**config.mk**
```make
export PLATFORM = sky130hd
export DESIGN_NAME = stepper_phase_sequencer
export DESIGN_NICKNAME = d
export VERILOG_FILES = /design/src/rtl/stepper_pkg.sv /design/src/rtl/stepper_phase_lut.sv /design/src/rtl/stepper_phase_sequencer.sv
export SDC_FILE = /design/constraint.sdc
export NUM_CORES = 1
export LEC_CHECK = 0
export CORE_UTILIZATION = 25
export CTS_CLUSTER_DIAMETER = 120
export DETAILED_ROUTE_END_ITERATION = 8
export DONT_BUFFER_PORTS = 1
export SLEW_MARGIN = 20
export SYNTH_ARGS = -nofsm -noshare
export SYNTH_HDL_FRONTEND = slang
export SYNTH_HIERARCHICAL = 1
export SYNTH_SLANG_ARGS = --single-unit
```
**constraint.sdc**
```tcl
create_clock -name clk -period 6.8 [get_ports clk]
set_input_delay 1.7 -clock clk [delete_from_list [all_inputs] [get_ports clk]]
set_output_delay 1.7 -clock clk [all_outputs]
set_load 0.01 [all_outputs]
```
**src/rtl/stepper_pkg.sv**
```systemverilog
// stepper_pkg: shared mode/direction encodings and the coil pattern function for the stepper sequencer
package stepper_pkg;
   typedef enum logic [1:0] {MODE_WAVE = 2'b00, MODE_FULL = 2'b01, MODE_HALF = 2'b10} mode_t;
   localparam logic DIR_CW = 1'b1;
   localparam logic DIR_CCW = 1'b0;
   localparam int MAX_PHASES = 32;
   function automatic logic [MAX_PHASES-1:0] coil_pattern(input int idx, input int phases);
      logic [MAX_PHASES-1:0] p;
      for (int k = 0; k < MAX_PHASES; k++)
         p[k] = k == idx / 2 || (idx % 2 == 1 && k == (idx + 1) / 2 % phases);
      return p;
   endfunction
endpackage

```
**src/rtl/stepper_phase_lut.sv**
```systemverilog
// stepper_phase_lut: combinational sequence index to coil pattern mapping
module stepper_phase_lut import stepper_pkg::*; #(
   parameter int PHASES = 4
) (
   input  logic [$clog2(2*PHASES)-1:0] idx,
   output logic [PHASES-1:0]           pat
);
   assign pat = PHASES'(coil_pattern(int'(idx), PHASES));
endmodule

```
**src/rtl/stepper_phase_sequencer.sv**
```systemverilog
// stepper_phase_sequencer: wave/full/half stepper sequencer with handshake, rate limit and position counter
// Optional idle de-energise timeout enabled by defining STEPPER_IDLE_OFF_EN.
module stepper_phase_sequencer import stepper_pkg::*; #(
   parameter int PHASES = 4,
   parameter int POS_W = 32,
   parameter int MIN_INTERVAL = 16,
   parameter int IDLE_CYCLES = 1000000
) (
   input  logic                          clk,
   input  logic                          rst,
   input  logic                          en,
   input  logic                          step_req,
   input  logic                          dir,
   input  logic [1:0]                    mode,
   input  logic                          pos_clr,
   output logic [PHASES-1:0]             coil_out,
   output logic                          step_ack,
   output logic                          step_drop,
   output logic                          busy,
   output logic [POS_W-1:0]              position,
   output logic [$clog2(2*PHASES)-1:0]   phase_idx,
   output logic                          idle
);
   localparam int IW = $clog2(2*PHASES);
   localparam logic [IW:0] NV = (IW+1)'(2*PHASES);
   localparam int CW = MIN_INTERVAL > 1 ? $clog2(MIN_INTERVAL) : 1;
   localparam logic [CW-1:0] LD = CW'(MIN_INTERVAL > 1 ? MIN_INTERVAL - 1 : 0);

   logic [CW-1:0] cnt;
   logic accept, idle_n;
   logic [1:0] mag;
   logic [IW:0] up, dn;
   logic [IW-1:0] idx_n;
   logic [POS_W-1:0] delta, pos_n;
   logic [PHASES-1:0] pat;

   assign busy = cnt != '0;

   // wave realigns odd indices and full realigns even ones by a single step
   always_comb begin
      accept = step_req && en && !busy;
      mag = mode == MODE_WAVE ? (phase_idx[0] ? 2'd1 : 2'd2) :
            mode == MODE_FULL ? (phase_idx[0] ? 2'd2 : 2'd1) : 2'd1;
      up = {1'b0, phase_idx} + (IW+1)'(mag);
      dn = {1'b0, phase_idx} - (IW+1)'(mag);
      idx_n = !accept ? phase_idx :
              dir == DIR_CW ? IW'(up >= NV ? up - NV : up) : IW'(dn[IW] ? dn + NV : dn);
      delta = dir == DIR_CW ? POS_W'(mag) : -POS_W'(mag);
      pos_n = accept ? (pos_clr ? delta : position + delta) : (pos_clr ? '0 : position);
   end

   stepper_phase_lut #(.PHASES(PHASES)) u_lut (.idx(idx_n), .pat(pat));

`ifdef STEPPER_IDLE_OFF_EN
   localparam int DW = $clog2(IDLE_CYCLES + 1);
   logic [DW-1:0] ic, ic_n;
   assign ic_n = (!en || accept) ? '0 : ic == DW'(IDLE_CYCLES) ? ic : ic + DW'(1);
   assign idle_n = ic_n == DW'(IDLE_CYCLES);
   always_ff @(posedge clk)
      if (rst) ic <= '0;
      else ic <= ic_n;
`else
   assign idle_n = IDLE_CYCLES < 0;
`endif

   always_ff @(posedge clk) begin
      if (rst) begin
         phase_idx <= '0;
         position <= '0;
         coil_out <= '0;
         step_ack <= 1'b0;
         step_drop <= 1'b0;
         cnt <= '0;
         idle <= 1'b0;
      end else begin
         phase_idx <= idx_n;
         position <= pos_n;
         coil_out <= en && !idle_n ? pat : '0;
         step_ack <= accept;
         step_drop <= step_req && !accept;
         cnt <= accept ? LD : busy ? cnt - CW'(1) : cnt;
         idle <= idle_n;
      end
   end
endmodule

```
==> results of run 1 <==
==> layout make-up <==
| type | count | area, um2 |
|---|---|---|
| clock buffer | 5 | 125.1 |
| clock inverter | 2 | 35.03 |
| fill | 1563 | 10530 |
| inverter | 17 | 63.81 |
| multi-input combinational | 404 | 2740 |
| sequential | 45 | 900.9 |
| tap | 184 | 230.2 |
| timing repair buffer | 3 | 22.52 |
==> per-stage QoR <==
stage	hold slack, ns	total power, uW	setup WS (ns)	std cells	instance area [um2]
after floorplan	0.4807	651.6	2.209	485	3785
after global placement	0.4833	718.1	1.945	653	3958
after detailed placement	0.4939	732.1	1.742	653	3958
after CTS	0.5037	1014	2.055	660	4118
after global routing	0.5234	1078	1.817	660	4118
final	0.5065	1004	2.021	660	4118
==> critical path, stage by stage <==
cell      delay (ns)
inv_1           0.76
ha_1            0.45
a21oi_1         0.26
o21ai_0         0.16
or3_1           0.37
a211oi_1        0.35
nor2_1          0.14
a21oi_1         0.18
mux2_1          0.33
a221oi_1        0.27
==> sequential cells by signal (all words and copies together), names as in the netlist <==
name	flops
step_ack	1
step_drop	1
coil_out	4
position	32
cnt	4
phase_idx	3
==> worst max path at each step <==
| stage | startpoint | endpoint | slack, ns |
|---|---|---|---|
| after floorplan | dir | position[29] | 2.21 |
| after global placement | dir | position[29] | 1.95 |
| after detailed placement | dir | position[29] | 1.74 |
| after CTS | dir | position[29] | 2.06 |
| after global routing | dir | position[29] | 1.82 |
| final | dir | position[29] | 2.02 |
==> per-layer routing <==
| metal | global-route usage | vias up | wire length [um] |
|---|---|---|---|
| li1 | - | 1767 | - |
| met2 | 0.2287 | 76 | 4958 |
| met4 | 0.03372 | 0 | 121 |
| met3 | 0.03937 | 11 | 713 |
| met1 | 0.1643 | 1650 | 4684 |
| met5 | 0 | - | 0 |
==> cells in the final DEF (no fill, tap or decap), types with 7 or more instances in the layout <==
master / count
nand2_1: 49
xor2_1: 14
inv_1: 17
a21oi_1: 60
ha_1: 40
xnor2_1: 15
a31oi_1: 12
nor2b_1: 7
a211oi_1: 8
o21ai_0: 33
nand2b_1: 10
nand3_1: 18
nor2_1: 35
a21o_1: 16
dfxtp_1: 45
==> report_power, final <==
part | leakage (uW) | internal, uW | switching [uW]
clock | 0.0000797 | 171 | 106
sequential | 0.000366 | 299 | 51.1
combinational | 0.00122 | 148 | 229
total | 0.00167 | 618 | 386
==> kinds of logic after synthesis <==
family                   share of synthesized area
AO/OA/AOI/OAI                               0.3025
XOR/XNOR                                   0.06711
adder cells (fa/ha/maj)                     0.1428
buffers and inverters                      0.03801
flip-flops                                  0.2380
multiplexers                              0.005620
other                                    0.0009908
AND/OR/NAND/NOR                             0.2050
==> out/metrics.yaml, run 1 <==
run_status:
  status: "complete, but fails checks"
  violations: "DRC"
die:
  rows: 44
  core-area_mm2: 0.01464
  die_h_um: 125.0
  start_util: 0.2585
  io_pins: 51
  fp.dieW_um: 125.0
  die_area_mm2: 0.01564
min_path:
  hold_end: "cnt[3]"
  worstHoldPathCells: 2
  hp-class: "register to register"
  min-delay-start: "cnt[3]"
logic_synthesis:
  synth_cell_types: 63
  ys_warn_count: 6
  synthTopCellsByArea: "dfxtp_1 24%, ha_1 13%, a21oi_1 7.9%, nand2_1 4.9%, o21ai_0 4.4%"
  synth_commonest_cells: "60 x a21oi_1, 49 x nand2_1, 45 x dfxtp_1"
  avgSynthCellArea_um2: 7.804
  yosys.area.top_type: "dfxtp_1"
  synthesis.area_mm2: 0.003785
  synth_seq_area_share: 0.2380
  synth_edf_count: 0
  ys_ff_latch: 45
  syn_inst: 485
  ys_async_sr_fraction: 0
  ys.flop_type: "dfxtp_1"
  synthDominantCellAreaShare: 0.2380
  synthesis.nets: 535
  yosysMostFrequentCell: "a21oi_1"
setup_path:
  worstSetupEndpointType: "register"
  crit_fanout: 31
  worstReg2RegEnd: "position[29]"
  cp_data_arrival_time_ns: 4.97
  critPathRequiredTime_ns: 6.99
  rr_startpoint: "phase_idx[0]"
  path_class: "input port to register"
  r2r_cells: 12
  rrSetupSlack_ns: 3.46
  start_kind: "input port"
timing:
  skew_ns: 0.008111
  min_period_ns: 4.779
  fmax_mhz: 209.3
  tns_ns: 0
  setup-violations-final: 0
  slew_viol_final: 0
  period_share: 0.7027
  worst_slew_pin_slew_ns: 1.086
  final-hold-violation-count: 0
  slew_headroom: 0.2751
  rsz0062_at_grt: "false"
placed_design:
  port_buffers: 0
  gp_congestion: 0.9128
  dp_hpwl_um: 7930
routing:
  antenna_left: 0
  drtIter0Drc: 214
  drc: 6
  firstDrtPassIters: 7
  vias_per_cell: 5.309
  wire_per_inst_um: 15.88
  drt_wl_total_um: 10480
  vias: 3504
layout:
  layout-drive-gt1-share: 0.05042
  antenna_cells: 0
  design.final.nets: 526
  syn_to_final_growth_pct: 8.793
  fin_util: 0.2812
clock_tree:
  root_buffer: "clkbuf_16"
  numCtsBuffers: 5
  ctsResizeCount: 0
  cts_hold_buf: 0
  cts.clk_slew.worst_paths_ns: 0.07
  htree_levels: 2
  clkSinkCount: 45
  postCtsSetupRepairBufs: 0
  cts_tree: "done"
  clock_path_buffers: 2
  insertion_delay_ns: 0.29
power_and_ir_drop:
  power.leakage_uw: 0.001670
  ir_worst_vdd_uv: 98.05
  p_per_area_mw_per_mm2: 243.9
grt:
  grt_pass1_vias: 3360
  grt_use_total: 0.1340
  grt_first_pass_wirelength_um: 17240
  grt_overflow: 0
  grt_antenna_before_repair: 0
  grt_max_degree: 39
flow_run:
  maxCapViolations: 0
No activity file was read; power rests on OpenSTA's default activity.
==> inputs of run 2 (changes only) <==
clock period = 4.2 ns   (was 6.8 ns; I/O delays follow)
==> run 2 against run 1 <==
The run still ends with DRC left. Design area is 0.33% higher. Total power rose by 57%. Routed wire length is 0.54% higher. Worst hold slack gained 0.0096 ns. Sequential power rose by 63%. Critical path depth rose by 2. Register-to-register slack worse by 2.5 ns. Utilization grew 0.094 points. First-iteration DRC count shrank 22%. Non-clock buffer count rose by 5. Flip-flop and latch count did not move. Sequential share of layout area is 0.073 points lower.
==> out/metrics.yaml, run 2 (synthesis gave the netlist of run 1 again) <==
run_status:
  status: "complete, but fails checks"  # unchanged
  violations: "DRC"  # unchanged
timing:
  rsz0062_at_grt: "false"  # unchanged
  slew_viol_final: 0  # unchanged
  worst_slew_pin_slew_ns: 0.6805  # was 1.086 ns
  skew_ns: 0.007689  # was 0.008111 ns
  min_period_ns: 3.593
  tns_ns: 0  # unchanged
  setup-violations-final: 0  # unchanged
  final-hold-violation-count: 0  # unchanged
  slew_headroom: 0.5458  # was 0.2751
  fmax_mhz: 278.3
  period_share: 0.8554
clock_tree:
  postCtsSetupRepairBufs: 0  # unchanged
  root_buffer: "clkbuf_16"  # unchanged
  cts_tree: "done"  # unchanged
  ctsResizeCount: 0  # unchanged
  cts_hold_buf: 0  # unchanged
  insertion_delay_ns: 0.29  # about the same
  htree_levels: 2  # unchanged
  cts.clk_slew.worst_paths_ns: 0.06  # was 0.07 ns
  clkSinkCount: 45  # unchanged
  clock_path_buffers: 2  # unchanged
  numCtsBuffers: 5  # unchanged
setup_path:
  critPathRequiredTime_ns: 4.40  # was 6.99 ns
  start_kind: "input port"  # unchanged
  crit_cells: 12  # was 10
  cp_top_family: "compound AO/OA/AOI/OAI gates"  # unchanged
  r2r_cells: 12  # unchanged
  cp.buffers_inverters: 0  # was 1
  crit_top_cell: "nor2_1"  # was a21oi_1
  cpPeakStageDelay_ns: 0.41  # was 0.76 ns
  crit_fanout: 4  # was 31
  cp_data_arrival_time_ns: 3.79  # was 4.97 ns
  path_class: "input port to register"  # unchanged
  worstSetupEndpointType: "register"  # unchanged
  crit_chain: "xnor2_1 -> nand2b_1 -> nand2_1 -> ha_1 -> a21o_1 -> a2111oi_4 -> nor2_1 -> a211oi_1 -> nor2_1 -> a21oi_1 -> mux2_1 -> a221oi_1"  # was inv_1 -> ha_1 -> a21oi_1 -> o21ai_0 -> or3_1 -> a211oi_1 -> nor2_1 -> a21oi_1 -> mux2_1 -> a221oi_1
  crit_path_top_delay_cell: "a2111oi_4"  # was inv_1
layout:
  largest_reg_flops: 32  # unchanged
  syn_to_final_growth_pct: 9.157  # was 8.793%
  antenna_cells: 0  # unchanged
  fill_cells: 1587  # was 1,563
  multi_input_area_mm2: 0.002740  # unchanged
  design_area_mm2: 0.004131  # was 0.004118 mm2
  layout-drive-gt1-share: 0.05602  # was 0.05042
  top_register: "position"  # unchanged
  top_regs: "position x32, cnt x4, coil_out x4"  # unchanged
  ff_latch_area_um2: 900.9  # unchanged
  final_cell_mix: "60 x a21oi_1, 49 x nand2_1, 45 x dfxtp_1"  # unchanged
  layout_commonest_cell: "a21oi_1"  # unchanged
  design.final.nets: 531  # was 526
routing:
  vias: 3616  # was 3,504
  wl_met3_um: 858  # was 713 um
  drt_wl_total_um: 10540  # was 10,480 um
  wire_per_inst_um: 15.82  # was 15.88 um
  drt-met1-wl_um: 4450  # was 4684 um
  drc: 6  # unchanged
  vias_per_cell: 5.429  # was 5.309
  wl_met2_um: 4903  # was 4958 um
  antenna_left: 0  # unchanged
  drtIter0Drc: 166  # was 214
  dr.max_layer_used: "met4"  # unchanged
  firstDrtPassIters: 7  # unchanged
grt:
  grt_first_pass_wirelength_um: 17820  # was 17,240 um
  grt_max_degree: 39  # unchanged
  grt_antenna_before_repair: 0  # unchanged
  grt_overflow: 0  # unchanged
  grt_use_total: 0.1394  # was 0.1340
  grt_pass1_vias: 3538  # was 3,360
placed_design:
  dp_hpwl_um: 8112  # was 7930 um
  placed_cell_area_mm2: 0.003995  # was 0.003958 mm2
  port_buffers: 0  # unchanged
  gp_congestion: 0.9094  # was 0.9128
die:
  core-area_mm2: 0.01464  # unchanged
  start_util: 0.2585  # unchanged
  rows: 44  # unchanged
  die_area_mm2: 0.01564  # unchanged
  die_h_um: 125.0  # unchanged
  io_pins: 51  # unchanged
  fp.dieW_um: 125.0  # unchanged
flow_run:
  maxCapViolations: 0  # unchanged
min_path:
  hp-class: "register to register"  # unchanged
  worstHoldPathCells: 1  # was 2
power_and_ir_drop:
  power.leakage_uw: 0.001679  # was 0.001670 uW
  p_per_area_mw_per_mm2: 380.7  # was 243.9 mW/mm2
  ir_worst_vdd_uv: 157.8  # was 98.05 uV
[run 2: changes by cell type in the layout (fill, tap and decap cells not counted), sizes merged]
cell,delta
bufinv,-1
buf,+5
clkbuf,+3
clkinv,-1
[run 2: final cells by class]
| class | count | area share |
|---|---|---|
| multi-input cells | 404 | 0.6632 |
| flip-flops and latches | 45 | 0.2180 |
| well taps | 184 | 0.05572 |
| clock buffers | 8 | 0.03301 |
| inverters | 17 | 0.01545 |
| repair buffers | 8 | 0.01454 |
[run 2: path summary, 6_finish.rpt]
| path | startpoint | endpoint | slack [ns] |
|---|---|---|---|
| min reg2reg | cnt[0] | cnt[0] | 0.52 |
| max | mode[0] | position[29] | 0.61 |
| min | cnt[0] | cnt[0] | 0.52 |
| max reg2reg | phase_idx[0] | position[29] | 0.92 |
[run 2: metrics by stage]
| step | utilization | instances | hold WS, ns | setup slack, ns | power (uW) |
|---|---|---|---|---|---|
| after global routing | 0.2821 | 666 | 0.5337 | 0.3510 | 1699 |
| final | 0.2821 | 666 | 0.5161 | 0.6072 | 1573 |
| after floorplan | - | 485 | 0.4807 | 0.2593 | 1055 |
| after global placement | 0.2728 | 658 | 0.4828 | 0.4069 | 1167 |
| after CTS | 0.2821 | 666 | 0.5161 | 0.5898 | 1589 |
| after detailed placement | 0.2728 | 658 | 0.5036 | 0.2749 | 1194 |
[run 2: power breakdown]
group / switching (uW) / leakage [uW] / internal (uW)
Clock: 164 / 0.0000652 / 222
Combinational: 374 / 0.00125 / 244
Sequential: 84.2 / 0.000366 / 484
[run 2: per-layer routing]
layer | global-route usage | up-vias
li1 | - | 1770
met1 | 0.1644 | 1719
met2 | 0.2304 | 96
met3 | 0.04664 | 31
met4 | 0.06026 | 0
met5 | 0 | -
==> inputs of run 3 (changes only) <==
SETUP_SLACK_MARGIN = 0.5   (was unset)
clock period = 4 ns   (was 4.2 ns; I/O delays follow)
==> run 3 against run 2 <==
Die area unchanged. Highest routed layer unchanged. Routed wire length increased by 2.0%. Critical path type unchanged. Non-clock buffer count increased by 7. Total power increased by 12%. The flow still finishes with violations (DRC). Worst hold slack improved by 0.0088 ns.
==> out/metrics.yaml, run 3 (synthesis gave the netlist of run 1 again) <==
timing:
  slew_viol_final: 0  # unchanged
  slew_headroom: 0.5436  # was 0.5458
  final-hold-violation-count: 0  # unchanged
  rsz0062_at_grt: "true"  # was false
  timing.final.ws_setup_ns: 0.6385  # was 0.6072 ns
  period_share: 0.8404
  worst_slew_pin_slew_ns: 0.6821  # was 0.6805 ns
  tns_ns: 0  # unchanged
  setup-violations-final: 0  # unchanged
  min_period_ns: 3.362
  fmax_mhz: 297.5
  skew_ns: 0.007040  # was 0.007689 ns
layout:
  largest_reg_flops: 32  # unchanged
  final_cell_mix: "56 x a21oi_1, 49 x nand2_1, 45 x dfxtp_1"  # was 60 x a21oi_1, 49 x nand2_1, 45 x dfxtp_1
  antenna_cells: 0  # unchanged
  syn_to_final_growth_pct: 13.06  # was 9.157%
  layout_commonest_cell: "a21oi_1"  # unchanged
  layout-drive-gt1-share: 0.09611  # was 0.05602
  design.final.nets: 538  # was 531
  top_regs: "position x32, cnt x4, coil_out x4"  # unchanged
  top_register: "position"  # unchanged
  fill_cells: 1582  # was 1,587
clock_tree:
  clkSinkCount: 45  # unchanged
  cts_tree: "done"  # unchanged
  numCtsBuffers: 5  # unchanged
  cts.clk_slew.worst_paths_ns: 0.06  # about the same
  clock_path_buffers: 2  # unchanged
  root_buffer: "clkbuf_16"  # unchanged
  htree_levels: 2  # unchanged
  insertion_delay_ns: 0.29  # about the same
setup_path:
  critPathRequiredTime_ns: 4.20  # was 4.40 ns
  crit_chain: "clkinvlp_4 -> buf_4 -> ha_1 -> o21ai_0 -> a211oi_1 -> o2bb2ai_1 -> a211oi_2 -> buf_4 -> o31ai_1 -> a21boi_1 -> xor2_1 -> o22ai_1"  # was xnor2_1 -> nand2b_1 -> nand2_1 -> ha_1 -> a21o_1 -> a2111oi_4 -> nor2_1 -> a211oi_1 -> nor2_1 -> a21oi_1 -> mux2_1 -> a221oi_1
  path_class: "input port to register"  # unchanged
  rr_startpoint: "phase_idx[0]"  # unchanged
  cp_data_arrival_time_ns: 3.57  # was 3.79 ns
  crit_top_cell: "buf_4"  # was nor2_1
  crit_path_top_delay_cell: "ha_1"  # was a2111oi_4
  cp.buffers_inverters: 3  # was 0
  crit_fanout: 14  # was 4
  cpPeakStageDelay_ns: 0.43  # was 0.41 ns
  cp_top_family: "compound AO/OA/AOI/OAI gates"  # unchanged
  start_kind: "input port"  # unchanged
  rrSetupSlack_ns: 0.94  # was 0.92 ns
  r2r_cells: 13  # was 12
  worstSetupEndpointType: "register"  # unchanged
  worstReg2RegEnd: "position[26]"  # was position[29]
power_and_ir_drop:
  power.leakage_uw: 0.001733  # was 0.001679 uW
  p_per_area_mw_per_mm2: 411.9  # was 380.7 mW/mm2
  ir_worst_vdd_uv: 167.4  # was 157.8 uV
die:
  die_area_mm2: 0.01564  # unchanged
  core-area_mm2: 0.01464  # unchanged
  die_h_um: 125.0  # unchanged
  io_pins: 51  # unchanged
  fp.dieW_um: 125.0  # unchanged
  rows: 44  # unchanged
  start_util: 0.2585  # unchanged
run_status:
  violations: "DRC"  # unchanged
  status: "complete, but fails checks"  # unchanged
min_path:
  min-delay-start: "cnt[3]"  # was cnt[0]
  hold_end: "cnt[3]"  # was cnt[0]
  hp-class: "register to register"  # unchanged
  worstHoldPathCells: 2  # was 1
routing:
  firstDrtPassIters: 6  # was 7
  drt_wl_total_um: 10740  # was 10,540 um
  vias_per_cell: 5.290  # was 5.429
  antenna_left: 0  # unchanged
  drtIter0Drc: 226  # was 166
  vias: 3560  # was 3,616
  wire_per_inst_um: 15.96  # was 15.82 um
  drc: 8  # was 6
grt:
  grt_pass1_vias: 3588  # was 3,538
  grt_first_pass_wirelength_um: 18200  # was 17,820 um
  grt_overflow: 0  # unchanged
  grt_use_total: 0.1426  # was 0.1394
  grt_max_degree: 39  # unchanged
  grt_antenna_before_repair: 0  # unchanged
flow_run:
  maxCapViolations: 0  # unchanged
placed_design:
  gp_congestion: 0.8764  # was 0.9094
  port_buffers: 0  # unchanged
  dp_slack_ns: 0.1097  # was 0.2749 ns
  dp_hpwl_um: 8289  # was 8112 um
==> run 3: cell count changes in the layout (fill, tap and decap cells not counted), sizes merged <==
cell,change
buf,+7
inv,-1
bufinv,+1
clkbuf,-1
clkinvlp,+1
==> run 3: worst max path at each step <==
| stage | start | endpoint | slack [ns] | depth (start not counted) |
|---|---|---|---|---|
| 2_1_floorplan | dir | position[29] | 0.23 | 10 |
| 4_1_cts | dir | position[29] | 0.53 | 11 |
| 3_5_place_dp | dir | position[29] | 0.11 | 11 |
| 3_3_place_gp | dir | position[31] | 0.27 | 11 |
| 5_1_grt | dir | position[27] | 0.48 | 12 |
| 6_report | dir | position[27] | 0.64 | 12 |
==> run 3: cell type report <==
type                            count  area, um2  share of cell area
Clock inverter                      1      30.03            0.007018
Tap cell                          184      230.2             0.05380
Sequential cell                    45      900.9              0.2105
Multi-Input combinational cell    404       2783              0.6503
Timing Repair Buffer               15      125.1             0.02924
Inverter                           17      67.56             0.01579
Clock buffer                        7      142.6             0.03333
==> run 3: where the power goes <==
group          switching [uW]  internal, uW
logic                     399           271
registers                86.6           508
clock network             184           313
total                     670          1090
==> run 3: metal layers <==
metal,global-route usage,routed length (um),vias up
met3,0.04151,765,8
met4,0.04806,133,0
met2,0.2422,5105,78
met5,0,0,-
li1,-,-,1791
met1,0.1716,4740,1683
==> run 3: stage by stage <==
| stage | util | cells | total power, uW | hold slack, ns | instance area [um2] |
|---|---|---|---|---|---|
| 2_1_floorplan | - | 485 | 1108 | 0.4807 | 3789 |
| 3_3_place_gp | 0.2751 | 662 | 1240 | 0.4934 | 4029 |
| 3_5_place_dp | 0.2751 | 662 | 1262 | 0.5159 | 4029 |
| 4_1_cts | 0.2876 | 670 | 1773 | 0.5252 | 4212 |
| 5_1_grt | 0.2922 | 673 | 1899 | 0.5714 | 4279 |
| 6_report | 0.2922 | 673 | 1763 | 0.5249 | 4279 |
==> run 3: repair_timing <==
| action | in CTS | in global routing |
|---|---|---|
| setup endpoints to repair | 2 | 9 |
| hold buffers | 0 | 0 |
| resized for setup | 2 | 8 |
| setup buffers | 0 | 3 |
| pin swaps | 0 | 4 |
==> run 3: tightest hold or removal path, stage by stage, from the launching register on <==
cell and delay, ns:
dfxtp_1 0.34, o31ai_1 0.08, a21oi_1 0.07
